File: src/rtl/mux_channel_arbiter_if.sv
// Request/grant bundle between the two voice generators and the channel arbiter.
//   req1, req2 : channel output requests (level, driven by the voice generators)
//   sel        : 2:1 output mux select, 0 = Ch1, 1 = Ch2
//   gnt1, gnt2 : channel ownership indications
//   mute       : 1 = silence the output stage
// Modports: master = requester/output-stage side, slave = arbiter side.
interface mux_channel_arbiter_if;
  logic req1;
  logic req2;
  logic sel;
  logic gnt1;
  logic gnt2;
  logic mute;

  modport master (
    output req1,
    output req2,
    input  sel,
    input  gnt1,
    input  gnt2,
    input  mute
  );

  modport slave (
    input  req1,
    input  req2,
    output sel,
    output gnt1,
    output gnt2,
    output mute
  );
endinterface

File: src/rtl/mux_channel_arbiter.sv
// Round-robin arbiter driving the select of the 2:1 output channel mux.
// An owner keeps the output for at least MIN_DWELL cycles before a waiting
// channel may preempt it, and every select change is wrapped in a GAP_CYCLES
// mute window so the mux never switches onto an audible output.
//   clk   : system clock, rising edge
//   rst_n : synchronous active-low reset
//   bus   : slave side of mux_channel_arbiter_if (req1/req2 in; sel/gnt1/gnt2/mute out, all registered)
module mux_channel_arbiter #(
  parameter int unsigned MIN_DWELL  = 1000,
  parameter int unsigned GAP_CYCLES = 4
) (
  input logic                 clk,
  input logic                 rst_n,
  mux_channel_arbiter_if.slave bus
);

  localparam int unsigned DWELL_W = 16;
  localparam int unsigned GAP_W   = 8;

  typedef enum logic [1:0] {
    IDLE = 2'd0,
    OWN1 = 2'd1,
    OWN2 = 2'd2,
    GAP  = 2'd3
  } state_t;

  state_t               state;
  state_t               state_d;
  logic                 tgt;          // GAP target: 0 = ch1, 1 = ch2
  logic                 tgt_d;
  logic                 last_served;  // 0 = ch1, 1 = ch2
  logic                 last_d;
  logic [DWELL_W-1:0]   dwell_cnt;
  logic [DWELL_W-1:0]   dwell_d;
  logic [GAP_W-1:0]     gap_cnt;
  logic [GAP_W-1:0]     gap_d;
  logic                 sel_d;
  logic                 gnt1_d;
  logic                 gnt2_d;
  logic                 mute_d;
  logic                 pick2;
  logic                 dwell_done;
  logic                 gap_done;

  // IDLE choice: ch2 if it is the only requester, or on a tie when ch1 was served last
  assign pick2      = bus.req2 & (~bus.req1 | ~last_served);
  assign dwell_done = (dwell_cnt == DWELL_W'(MIN_DWELL));
  assign gap_done   = (gap_cnt == GAP_W'(GAP_CYCLES - 1));

  // State register together with the registered outputs
  always_ff @(posedge clk) begin
    if (!rst_n) begin
      state       <= IDLE;
      tgt         <= 1'b0;
      last_served <= 1'b1;
      dwell_cnt   <= '0;
      gap_cnt     <= '0;
      bus.sel     <= 1'b0;
      bus.gnt1    <= 1'b0;
      bus.gnt2    <= 1'b0;
      bus.mute    <= 1'b1;
    end else begin
      state       <= state_d;
      tgt         <= tgt_d;
      last_served <= last_d;
      dwell_cnt   <= dwell_d;
      gap_cnt     <= gap_d;
      bus.sel     <= sel_d;
      bus.gnt1    <= gnt1_d;
      bus.gnt2    <= gnt2_d;
      bus.mute    <= mute_d;
    end
  end

  // Next-state logic; counters clear unless explicitly advanced
  always_comb begin
    state_d = state;
    tgt_d   = tgt;
    last_d  = last_served;
    dwell_d = '0;
    gap_d   = '0;
    case (state)
      IDLE: begin
        if (bus.req1 | bus.req2) begin
          if (pick2 == bus.sel) begin
            state_d = pick2 ? OWN2 : OWN1;
            last_d  = pick2;
          end else begin
            state_d = GAP;
            tgt_d   = pick2;
          end
        end
      end
      GAP: begin
        if (gap_done) begin
          if (tgt ? bus.req2 : bus.req1) begin
            state_d = tgt ? OWN2 : OWN1;
            last_d  = tgt;
          end else begin
            state_d = IDLE;
          end
        end else begin
          gap_d = gap_cnt + GAP_W'(1);
        end
      end
      OWN1: begin
        if (!bus.req1 && bus.req2) begin
          state_d = GAP;
          tgt_d   = 1'b1;
        end else if (!bus.req1) begin
          state_d = IDLE;
        end else if (bus.req2 && dwell_done) begin
          state_d = GAP;
          tgt_d   = 1'b1;
        end else begin
          dwell_d = dwell_done ? dwell_cnt : dwell_cnt + DWELL_W'(1);
        end
      end
      OWN2: begin
        if (!bus.req2 && bus.req1) begin
          state_d = GAP;
          tgt_d   = 1'b0;
        end else if (!bus.req2) begin
          state_d = IDLE;
        end else if (bus.req1 && dwell_done) begin
          state_d = GAP;
          tgt_d   = 1'b0;
        end else begin
          dwell_d = dwell_done ? dwell_cnt : dwell_cnt + DWELL_W'(1);
        end
      end
      default: state_d = IDLE;
    endcase
  end

  // Output values for the upcoming state; sel only moves on GAP entry
  always_comb begin
    sel_d  = bus.sel;
    gnt1_d = 1'b0;
    gnt2_d = 1'b0;
    mute_d = 1'b1;
    case (state_d)
      OWN1: begin
        gnt1_d = 1'b1;
        mute_d = 1'b0;
        sel_d  = 1'b0;
      end
      OWN2: begin
        gnt2_d = 1'b1;
        mute_d = 1'b0;
        sel_d  = 1'b1;
      end
      GAP:     sel_d = tgt_d;
      default: ;
    endcase
  end

endmodule

File: src/flat_wrapper.sv
// flat-port wrapper written by rule: the top's interface ports become plain ports
module mux_channel_arbiter_flat 
#(
  parameter int unsigned MIN_DWELL  = 1000,
  parameter int unsigned GAP_CYCLES = 4
)
  (clk, rst_n, bus_req1, bus_req2, bus_sel, bus_gnt1, bus_gnt2, bus_mute);
  mux_channel_arbiter_if bus_i ();
  input logic clk;
  input logic rst_n;
  input wire logic [$bits(bus_i.req1)-1:0] bus_req1;
  input wire logic [$bits(bus_i.req2)-1:0] bus_req2;
  output wire logic [$bits(bus_i.sel)-1:0] bus_sel;
  output wire logic [$bits(bus_i.gnt1)-1:0] bus_gnt1;
  output wire logic [$bits(bus_i.gnt2)-1:0] bus_gnt2;
  output wire logic [$bits(bus_i.mute)-1:0] bus_mute;
  assign bus_i.req1 = bus_req1;
  assign bus_i.req2 = bus_req2;
  assign bus_sel = bus_i.sel;
  assign bus_gnt1 = bus_i.gnt1;
  assign bus_gnt2 = bus_i.gnt2;
  assign bus_mute = bus_i.mute;
  mux_channel_arbiter #(.MIN_DWELL(MIN_DWELL), .GAP_CYCLES(GAP_CYCLES)) u_core (.clk(clk), .rst_n(rst_n), .bus(bus_i));
endmodule
File: config.mk
export PLATFORM = sky130hd
export DESIGN_NAME = mux_channel_arbiter_flat
export DESIGN_NICKNAME = d
export VERILOG_FILES = /design/src/rtl/mux_channel_arbiter_if.sv /design/src/rtl/mux_channel_arbiter.sv /design/src/flat_wrapper.sv
export SDC_FILE = /design/constraint.sdc
export NUM_CORES = 1
export LEC_CHECK = 0
export ABC_CLOCK_PERIOD_IN_PS = 3300
export CORE_MARGIN = 5
export CORE_UTILIZATION = 60
export CTS_CLUSTER_DIAMETER = 50
export DETAILED_ROUTE_END_ITERATION = 8
export PLACE_DENSITY = 0.79
export SKIP_CTS_REPAIR_TIMING = 1
export SYNTH_ARGS = -nofsm -noshare
export SYNTH_HDL_FRONTEND = slang
export SYNTH_SLANG_ARGS = --single-unit
File: constraint.sdc
create_clock -name clk -period 3.3 [get_ports clk]
set_clock_uncertainty 0.1 [all_clocks]
set_input_delay 0.33 -clock clk [delete_from_list [all_inputs] [get_ports clk]]
set_output_delay 0.33 -clock clk [all_outputs]
set_load 0.1 [all_outputs]
Word-level counts from Yosys, hierarchy flattened
Cells that the tools add are included.
{"block": "totals", "word_cells": 83, "latch_bits": 0, "memories": 0, "regBits": 32, "ramBits": 0, "output_inout_bits": 4, "input_bits": 4, "rom_bits": 0}
{"block": "classes", "div": 0, "shifts": 0, "eq_ne": 13, "n_bitwise": 7, "n_mux": 40, "mul": 0, "reduce_logical": 12, "n_addsub": 2, "n_lt_le_gt_ge": 0}
{"cell": "16-bit two-way mux", "count": 7}
{"cell": "16-bit one-hot mux with 2 select lines", "count": 1}
{"cell": "2-bit two-way mux", "count": 12}
{"cell": "16-bit by 1-bit adder with 16-bit output, second input constant", "count": 1}
{"cell": "16-bit by 10-bit == test with 1-bit output, second input constant", "count": 1}
{"cell": "1-bit two-way mux", "count": 16}
{"cell": "8-bit by 1-bit adder with 8-bit output, second input constant", "count": 1}
{"cell": "2-bit == test, second input constant", "count": 4}
{"cell": "8-bit by 2-bit == test with 1-bit output, second input constant", "count": 1}
{"cell": "2-bit by 1-bit inequality test with 1-bit output, second input constant", "count": 4}
{"cell": "2-bit one-hot mux with 4 select lines", "count": 1}
{"cell": "1-bit one-hot mux with 3 select lines", "count": 2}
{"cell": "5-bit AND reduction", "count": 1}
{"cell": "2-bit by 1-bit == test with 1-bit output, second input constant", "count": 2}
{"cell": "1-bit logical AND", "count": 4}
{"cell": "1-bit NOT", "count": 4}
{"cell": "3-bit nonzero test", "count": 1}
{"cell": "3-bit OR reduction", "count": 1}
{"cell": "1-bit logical NOT", "count": 2}
{"cell": "2-bit logical NOT", "count": 1}
{"cell": "1-bit bitwise OR", "count": 2}
{"cell": "1-bit one-hot mux with 2 select lines", "count": 1}
{"cell": "2-bit nonzero test", "count": 1}
{"cell": "2-bit OR reduction", "count": 1}
{"cell": "other kinds (2)", "count": 2}

Longest topological paths before layout
Gate-level depths: netlist (run 1).
{"block": "logic_depth", "depth_word": 10, "mapped_depth": 12, "depth_no_buf": 11}

Worst setup path after synthesis (run 1)
Ideal clock, no wire load.
{"block": "synth_path", "path_kind": "flip-flop to flip-flop", "start": "register u_core.dwell_cnt[0]", "end": "register u_core.bus.sel", "stages_incl_launch_ff": 12, "setup_slack_ps": 400, "synth_period_minus_slack_ps": 2900, "path_buffers": 1, "required_ps": 3072, "arrival_ps": 2673, "setup_time_ps": 128, "path_cell_list": "dfxtp_1 -> inv_1 -> ha_1 -> or4b_4 -> or4_4 -> buf_6 -> a211o_1 -> and3_1 -> ha_1 -> mux2_2 -> nand2_1 -> nand3_1"}
{"block": "synth_via", "elab_chain_cells": 8, "elab_cells_between_ends": 22, "cone_classes": "eq/ne: 4; mux: 15; reduce/logical: 3"}
{"element": "start: declaration", "line": "mux_channel_arbiter.sv:33", "text": "logic [DWELL_W-1:0] dwell_cnt;"}
{"element": "start signal: assignment", "line": "mux_channel_arbiter.sv:66", "text": "dwell_cnt <= dwell_d;"}
{"element": "16-bit by 10-bit == test with 1-bit output *", "line": "mux_channel_arbiter.sv:47", "text": "assign dwell_done = (dwell_cnt == DWELL_W'(MIN_DWELL));"}
{"element": "1-bit logical AND, on equally long branches", "line": "mux_channel_arbiter.sv:125, mux_channel_arbiter.sv:112"}
{"element": "2-bit two-way mux, on equally long branches", "line": "mux_channel_arbiter.sv:125, mux_channel_arbiter.sv:112"}
{"element": "2-bit two-way mux, on equally long branches", "line": "mux_channel_arbiter.sv:123, mux_channel_arbiter.sv:110"}
{"element": "2-bit two-way mux, on equally long branches", "line": "mux_channel_arbiter.sv:120, mux_channel_arbiter.sv:107"}
{"element": "2-bit one-hot mux with 4 select lines", "line": "mux_channel_arbiter.sv:82", "text": "case (state)"}
{"element": "2-bit == test / 2-bit by 1-bit == test with 1-bit output (equally long branches)", "line": "mux_channel_arbiter.sv:142", "text": "case (state_d)"}
{"element": "1-bit one-hot mux with 3 select lines / 3-bit nonzero test (equally long branches)"}
{"element": "end signal: assignment", "line": "mux_channel_arbiter.sv:68", "text": "bus.sel <= sel_d;"}
{"element": "end: declaration", "line": "mux_channel_arbiter_if.sv:27", "text": "output sel,"}
Every way passes the cells marked *; elsewhere a longest branch is shown, timed or not.
A chain may end at the register's enable or synchronous reset.

Final worst setup path (run 1)
{"block": "layout_path", "start": "register u_core.dwell_cnt[0]", "end": "register u_core.bus.sel"}
{"block": "layout_via", "elab_chain_cells": 8, "elab_cells_between_ends": 22, "cone_classes": "eq/ne: 4; mux: 15; reduce/logical: 3"}
{"element": "16-bit by 10-bit == test with 1-bit output *", "line": "mux_channel_arbiter.sv:47"}
{"element": "1-bit logical AND, on equally long branches", "line": "mux_channel_arbiter.sv:125, mux_channel_arbiter.sv:112"}
{"element": "2-bit two-way mux, on equally long branches", "line": "mux_channel_arbiter.sv:125, mux_channel_arbiter.sv:112"}
{"element": "2-bit two-way mux, on equally long branches", "line": "mux_channel_arbiter.sv:123, mux_channel_arbiter.sv:110"}
{"element": "2-bit two-way mux, on equally long branches", "line": "mux_channel_arbiter.sv:120, mux_channel_arbiter.sv:107"}
{"element": "2-bit one-hot mux with 4 select lines *", "line": "mux_channel_arbiter.sv:82"}
{"element": "net u_core.state_d[0]", "line": "mux_channel_arbiter.sv:28", "text": "state_t state_d;"}
{"element": "2-bit == test / 2-bit by 1-bit == test with 1-bit output (equally long branches)", "line": "mux_channel_arbiter.sv:142"}
{"element": "1-bit one-hot mux with 3 select lines / 3-bit nonzero test (equally long branches)"}
The timed path passes the listed nets; every way through them passes the cells marked *.

==> results of run 1 <==
## routing by layer
metal | wire, um | vias up | part of all wire, % | global-route usage, %
met5 | 0 | - | 0 | 0
met4 | 94 | 0 | 2.4 | 8.38
met3 | 220 | 12 | 5.6 | 5.40
met2 | 1860 | 49 | 47 | 31.9
met1 | 1790 | 809 | 45 | 25.1
li1 | - | 829 | - | -
## flip-flops by register name, summed over array words and instances (netlist names)
| register | count |
|---|---|
| u_core.bus.gnt1 | 1 |
| u_core.bus.gnt2 | 1 |
| u_core.bus.mute | 1 |
| u_core.bus.sel | 1 |
| u_core.dwell_cnt | 16 |
| u_core.gap_cnt | 8 |
| u_core.last_served | 1 |
| u_core.state | 2 |
| u_core.tgt | 1 |
## per-stage QoR
step	cells	worst slack, ps	util [%]
3_5_place_dp	267	229	65.9
4_1_cts	275	200	68.6
2_1_floorplan	220	400	-
3_3_place_gp	267	389	65.9
5_1_grt	275	38.6	68.6
6_report	275	201	68.6
## cell families (layout without fill, tap and decap cells)
kind of cell | count (synthesis) | in the layout
AND/OR/NAND/NOR | 83 | 83
AO/OA/AOI/OAI | 56 | 56
flip-flops | 32 | 32
buffers and inverters | 17 | 28
XOR/XNOR | 16 | 16
adder cells (fa/ha/maj) | 13 | 13
multiplexers | 3 | 3
## synthesized netlist by cell type (2+ instances only)
library cell	number	area (um^2)
sky130_fd_sc_hd__o31ai_1	2	15.0
sky130_fd_sc_hd__nor3b_1	2	15.0
sky130_fd_sc_hd__or3b_2	2	17.5
sky130_fd_sc_hd__o21a_1	3	22.5
sky130_fd_sc_hd__buf_6	3	33.8
sky130_fd_sc_hd__o21ai_0	7	35.0
sky130_fd_sc_hd__o41ai_1	2	17.5
sky130_fd_sc_hd__nor3_1	6	30.0
sky130_fd_sc_hd__o21ai_2	2	17.5
sky130_fd_sc_hd__xor2_1	10	87.6
sky130_fd_sc_hd__nand4_1	5	31.3
sky130_fd_sc_hd__mux2i_1	2	20.0
sky130_fd_sc_hd__clkbuf_1	3	11.3
sky130_fd_sc_hd__and2_1	6	37.5
sky130_fd_sc_hd__nand3_1	10	50.1
sky130_fd_sc_hd__xnor2_1	6	52.6
sky130_fd_sc_hd__a21oi_1	18	90.1
sky130_fd_sc_hd__ha_1	13	163
sky130_fd_sc_hd__inv_1	11	41.3
sky130_fd_sc_hd__o211ai_1	2	15.0
sky130_fd_sc_hd__dfxtp_1	32	641
sky130_fd_sc_hd__nor2b_1	5	31.3
sky130_fd_sc_hd__nor2_1	11	41.3
sky130_fd_sc_hd__a21boi_0	2	15.0
sky130_fd_sc_hd__and3_1	6	37.5
sky130_fd_sc_hd__nor4_1	2	12.5
sky130_fd_sc_hd__and4_1	3	26.3
sky130_fd_sc_hd__nand2_1	13	48.8
sky130_fd_sc_hd__or4_1	3	22.5
sky130_fd_sc_hd__or3_1	3	18.8
sky130_fd_sc_hd__a22oi_1	5	37.5
## critical path, delay by kind of cell, from the launching register on
family | cells | cell delay (ps)
DFF | 1 | 360
buffers and inverters | 1 | 70
and+or+nand+nor | 5 | 1480
adders and majority gates | 2 | 330
AOI/OAI and AO/OA | 3 | 710
## area by class of cell
class	count	area share, %
Clock buffer	5	1.79
Clock inverter	3	2.03
Inverter	11	1.97
Multi-Input combinational cell	171	56.9
Sequential cell	32	30.6
Tap cell	44	2.63
Timing Repair Buffer	9	4.06
## power by group
group          internal [mW]  leakage, nW  switching, mW
Combinational          0.156        0.457          0.279
Sequential             0.421        0.259         0.0352
Clock                  0.158       0.0412          0.142
## final timing paths
| kind | from | to | slack, ps | cells after the start |
|---|---|---|---|---|
| setup / recovery | u_core.dwell_cnt[0] | u_core.bus.sel | 200 | 11 |
| setup reg to reg | u_core.dwell_cnt[0] | u_core.bus.sel | 200 | 11 |
| hold reg to reg | u_core.gap_cnt[0] | u_core.gap_cnt[0] | 370 | 1 |
| hold / removal | u_core.gap_cnt[0] | u_core.gap_cnt[0] | 370 | 1 |
==> out/results.md, run 1 <==
* sky130_fd_sc_hd__ha_1 — most frequent CP cell
* complete, no violations — result of the run
* 0 — YS warnings
* sky130_fd_sc_hd__dfxtp_1 — most common cell after layout, fill and taps aside
* 24.8% — simple-gate share of the synthesized area
* register to register — worst setup path category
* 0 — number of enable-type register cells in the synthesized netlist
* 8.72 um^2 — mean area per synthesized cell
* 266 — Fillers
* 220 — post-synthesis cell count
* 0 — number of violations of the max-capacitance limit
* 7 — Port Buf Inserts
* simple AND/OR/NAND/NOR gates — combinational family with the most area after synthesis
* 7.31% — synthesized-area fraction occupied by xor and xnor cells
* 2 — H-tree levels
* 66.5 um — die outline width
* 33.4% — proportion of synthesized chip area in sequential cells
* sky130_fd_sc_hd__clkbuf_4 — root cell of the clock tree
* 32 — sinks on the clock net
* 1529 — number of global-route vias before repair
* 20 — number of core rows
* register — sort of element at the end of the critical path
* 1.63% — proportion of synthesized area in mux cells
* 369 ps — worst hold slack
* false — setup repair after global routing missed its margin
* 0 — number of pins with negative max-slew slack in the final report
* register to register — Hold Path Class
* 0 — ant diodes
* 3490 ps — Crit path required time
* 1699 — routed vias
* 237 — post-synthesis net count
* 0 — total congestion overflow
* 32 — register bit total from synthesis
* 0.00209 mm^2 — Final Cell Area
* sky130_fd_sc_hd__dfxtp_1 — Most used DFF post-synth
* 5 — clock buffer count from CTS
* 0 — number of setup violations in the final report
* 2 — worst-case clock buffer depth
* 19.9% — post-synthesis compound-gate area fraction
* 0.323 GHz — Max Freq
* 641 um^2 — sequential cell area
* 1.19 mW — Final Total Pwr
* 93.9% — share of the clock period used by the worst path
* register — kind of start point of the critical path
* 100 ps — CTS clock-pin slew for the worst setup and hold paths
* 3290 ps — arrival time reported for the critical path endpoint
* 0.757 nW — static power due to leakage
* 9.13% — Layout area overhead
* sky130_fd_sc_hd__dfxtp_1, sky130_fd_sc_hd__a21oi_1, sky130_fd_sc_hd__nand2_1, sky130_fd_sc_hd__ha_1 — most frequent cells in the layout
* 0 — remaining antenna violation count
* 151 — Iteration-0 DRC Markers
* 569 mW/mm^2 — power density over the cells
* 17 — pin count of the biggest net entering global routing
* 7 — peak fanout along the critical path
* 0.00201 mm^2 — placed standard-cell area
* 620 ps — Crit path largest cell delay
* 0.899 — routability cong.
* 3960 um — wirelength, routed
* 340 ps — clock insertion delay at the later pin of the skew report
* 0.00192 mm^2 — netlist area before placement
* 3100 ps — final critical delay including setup and external delays
* 66.5 um — die extent in y
* 8.48% — Post-Synth Adder-Cell Area
* yes — TritonCTS clock tree
* 51 — library cells used by synthesis
* 0.00443 mm^2 — Total Die Area
* 247 — final net count
* 0 ps — Total Negative Setup Slacks
* 20.0% — global router's overall resource usage
* 0.334 mV — peak ir drop on the vdd network
* inv_1 > ha_1 > or4b_4 > or4_4 > a41o_1 > a21boi_0 > ha_1 > nand2_1 > nor3_1 > o211ai_1 > nand3_1 — cells along the critical path
* 8 — IO Pins
* 2960 um — detailed placement HPWL
* 0 — initial antenna violation count
* 35.2% — Max transition margin
* 0 — detailed-route DRC error count
* sky130_fd_sc_hd__or4_4 — library cell contributing the largest single delay on the critical path
* 62.8% — Starting Density
* 0.00305 mm^2 — area of the placeable core
* 968 ps — Tightest Pin Transition
* 6.18 — drt via density
* 8.23% — layout cell share with drive strength beyond 1
* 14.4 um — per-cell routed wire length
* 0 — final hold violation count
* 6 — router iterations before antenna repair
* 6820 um — global-route wire length before repair
* 0% — share of async-settable or async-resettable flops after synthesis
* 0.00119 mm^2 — multi-input logic area
Power figures use the tool's default switching activity.
==> run 2, diff against run 1 <==
--- a/config.mk
+++ b/config.mk
@@ -5,12 +5,13 @@
 export SDC_FILE = /design/constraint.sdc
 export NUM_CORES = 1
 export LEC_CHECK = 0
-export ABC_CLOCK_PERIOD_IN_PS = 3300
+export ABC_CLOCK_PERIOD_IN_PS = 2930
 export CORE_MARGIN = 5
 export CORE_UTILIZATION = 60
 export CTS_CLUSTER_DIAMETER = 50
 export DETAILED_ROUTE_END_ITERATION = 8
 export PLACE_DENSITY = 0.79
+export REMOVE_ABC_BUFFERS = 1
 export SKIP_CTS_REPAIR_TIMING = 1
 export SYNTH_ARGS = -nofsm -noshare
 export SYNTH_HDL_FRONTEND = slang
==> constraint.sdc (replaced) <==
create_clock -name clk -period 2.93 [get_ports clk]
set_clock_uncertainty 0.1 [all_clocks]
set_input_delay 0.293 -clock clk [delete_from_list [all_inputs] [get_ports clk]]
set_output_delay 0.293 -clock clk [all_outputs]
set_load 0.1 [all_outputs]
==> run 2 against run 1 <==
Routed wire length up 10%. Critical path depth decreased by 1. Worst hold slack improved by 34 ps. Maximum frequency grew 9.1%. Register-to-register slack lost 110 ps.
==> out/results.md, run 2 (synthesis results as in run 1) <==
* -63.4 ps — post-placement worst setup slack
* sky130_fd_sc_hd__dfxtp_1 — most common cell after layout, fill and taps aside
* sky130_fd_sc_hd__dfxtp_1, sky130_fd_sc_hd__a21oi_1, sky130_fd_sc_hd__buf_4, sky130_fd_sc_hd__nand2_1 — most frequent cells in the layout
* 350 ps — clock insertion delay at the later pin of the skew report
* 2 — H-tree levels
* 0.859 — routability cong.
* register to register — worst setup path category
* 4360 um — wirelength, routed
* 2840 ps — final critical delay including setup and external delays
* 12.6% — Layout area overhead
* 5.79 — drt via density
* 0 — detailed-route DRC error count
* 1611 — number of global-route vias before repair
* 0 — total congestion overflow
* 0.00305 mm^2 — area of the placeable core
* 0 — number of violations of the max-capacitance limit
* 66.5 um — die extent in y
* 0.00206 mm^2 — placed standard-cell area
* 28.4% — GR Layer Usage met1
* 403 ps — worst hold slack
* 5 — clock buffer count from CTS
* 32 — sinks on the clock net
* register — sort of element at the end of the critical path
* 0 ps — Total Negative Setup Slacks
* u_core.dwell_cnt — largest reg by FF count
* 3150 um — detailed placement HPWL
* 1650 — routed vias
* false — setup repair after global routing missed its margin
* 1 — number of buffers and inverters on the critical path
* 3070 ps — Crit path required time
* 66.5 um — die outline width
* 2 — worst-case clock buffer depth
* 257 — final net count
* 4.38% — met3 Usage GRT
* 0.810 nW — static power due to leakage
* 0.00443 mm^2 — Total Die Area
* simple AND/OR/NAND/NOR gates — critical path's top delay family
* register to register — Hold Path Class
* 16.2% — layout cell share with drive strength beyond 1
* 17 — pin count of the biggest net entering global routing
* 7510 um — global-route wire length before repair
* 20 — number of core rows
* 0 — number of setup violations in the final report
* 0 — initial antenna violation count
* complete, no violations — result of the run
* 0 — ant diodes
* 90.3 ps — final worst slack
* 22.4% — global router's overall resource usage
* sky130_fd_sc_hd__clkbuf_4 — root cell of the clock tree
* 99 — Iteration-0 DRC Markers
* 0.347 mV — peak ir drop on the vdd network
* u_core.dwell_cnt (16), u_core.gap_cnt (8), u_core.state (2) — largest registers
* 16 — max FFs per register
* 0 — number of pins with negative max-slew slack in the final report
* 110 ps — CTS clock-pin slew for the worst setup and hold paths
* 4 — peak fanout along the critical path
* 600 mW/mm^2 — power density over the cells
* 8 — IO Pins
* yes — TritonCTS clock tree
* 540 ps — Crit path largest cell delay
* 7 — Port Buf Inserts
* sky130_fd_sc_hd__or4_4 — library cell contributing the largest single delay on the critical path
* 0 — final hold violation count
* inv_2 > ha_1 > or4b_4 > or4_4 > a211o_1 > and3_1 > ha_4 > mux2_2 > nand2_1 > nand3_1 — cells along the critical path
* 57.9% — Max transition margin
* 0 — remaining antenna violation count
* 0.00216 mm^2 — Final Cell Area
* 35.3% — GR met2 Demand/Resource
* 267 — Fillers
* 628 ps — Tightest Pin Transition
* 2980 ps — arrival time reported for the critical path endpoint
* 15.3 um — per-cell routed wire length
* 0.352 GHz — Max Freq
* 62.8% — Starting Density
* 4 — router iterations before antenna repair
* 96.9% — share of the clock period used by the worst path
* register — kind of start point of the critical path
* met2 — GRT busiest layer
## run 2: path summary, 6_finish.rpt
path	startpoint	to	slack [ps]	cells after the start
setup / recovery	u_core.dwell_cnt[1]	u_core.bus.sel	90	10
setup reg to reg	u_core.dwell_cnt[1]	u_core.bus.sel	90	10
hold reg to reg	u_core.gap_cnt[0]	u_core.gap_cnt[0]	400	1
hold / removal	u_core.gap_cnt[0]	u_core.gap_cnt[0]	400	1
## run 2: report_power, final
group / internal, mW / total [mW] / switching [mW]
logic: 0.193 / 0.529 / 0.335
registers: 0.474 / 0.509 / 0.0351
clock network: 0.0919 / 0.257 / 0.165
total: 0.759 / 1.29 / 0.535
## run 2: through the flow
step,instances,util [%],power (mW)
floorplan,214,-,0.890
global placement,275,67.6,0.992
detailed placement,275,67.6,1.01
CTS,283,69.4,1.27
global route,285,70.7,1.37
finish,285,70.7,1.29
## run 2: worst reg2reg max path: stages, from the launching register on
cell and delay [ps]:
sky130_fd_sc_hd__dfxtp_2 350, sky130_fd_sc_hd__inv_2 50, sky130_fd_sc_hd__ha_1 120, sky130_fd_sc_hd__or4b_4 460, sky130_fd_sc_hd__or4_4 540, sky130_fd_sc_hd__a211o_1 310
sky130_fd_sc_hd__and3_1 220, sky130_fd_sc_hd__ha_4 170, sky130_fd_sc_hd__mux2_2 260, sky130_fd_sc_hd__nand2_1 70, sky130_fd_sc_hd__nand3_1 70
## run 2: area by class of cell
cell class                 instances  area [um^2]  area share, %
timing repair buffer              19          150           6.95
multi-input combinational        171         1210           56.3
clock inverter                     3         18.8          0.869
sequential                        32          642           29.7
tap                               44         55.1           2.55
clock buffer                       5         37.5           1.74
inverter                          11         41.3           1.91
## run 2: per-layer routing
layer,vias to the layer above,wire [um]
li1,847,-
met1,754,2090
met4,0,86
met5,-,0
met3,9,205
met2,40,1970
==> run 3, diff against run 2 <==
--- a/config.mk
+++ b/config.mk
@@ -13,6 +13,7 @@
 export PLACE_DENSITY = 0.79
 export REMOVE_ABC_BUFFERS = 1
 export SKIP_CTS_REPAIR_TIMING = 1
+export SLEW_MARGIN = 10
 export SYNTH_ARGS = -nofsm -noshare
 export SYNTH_HDL_FRONTEND = slang
 export SYNTH_SLANG_ARGS = --single-unit
==> results of run 3 <==
Final layout, timing and power as in run 2 (identical DEF).
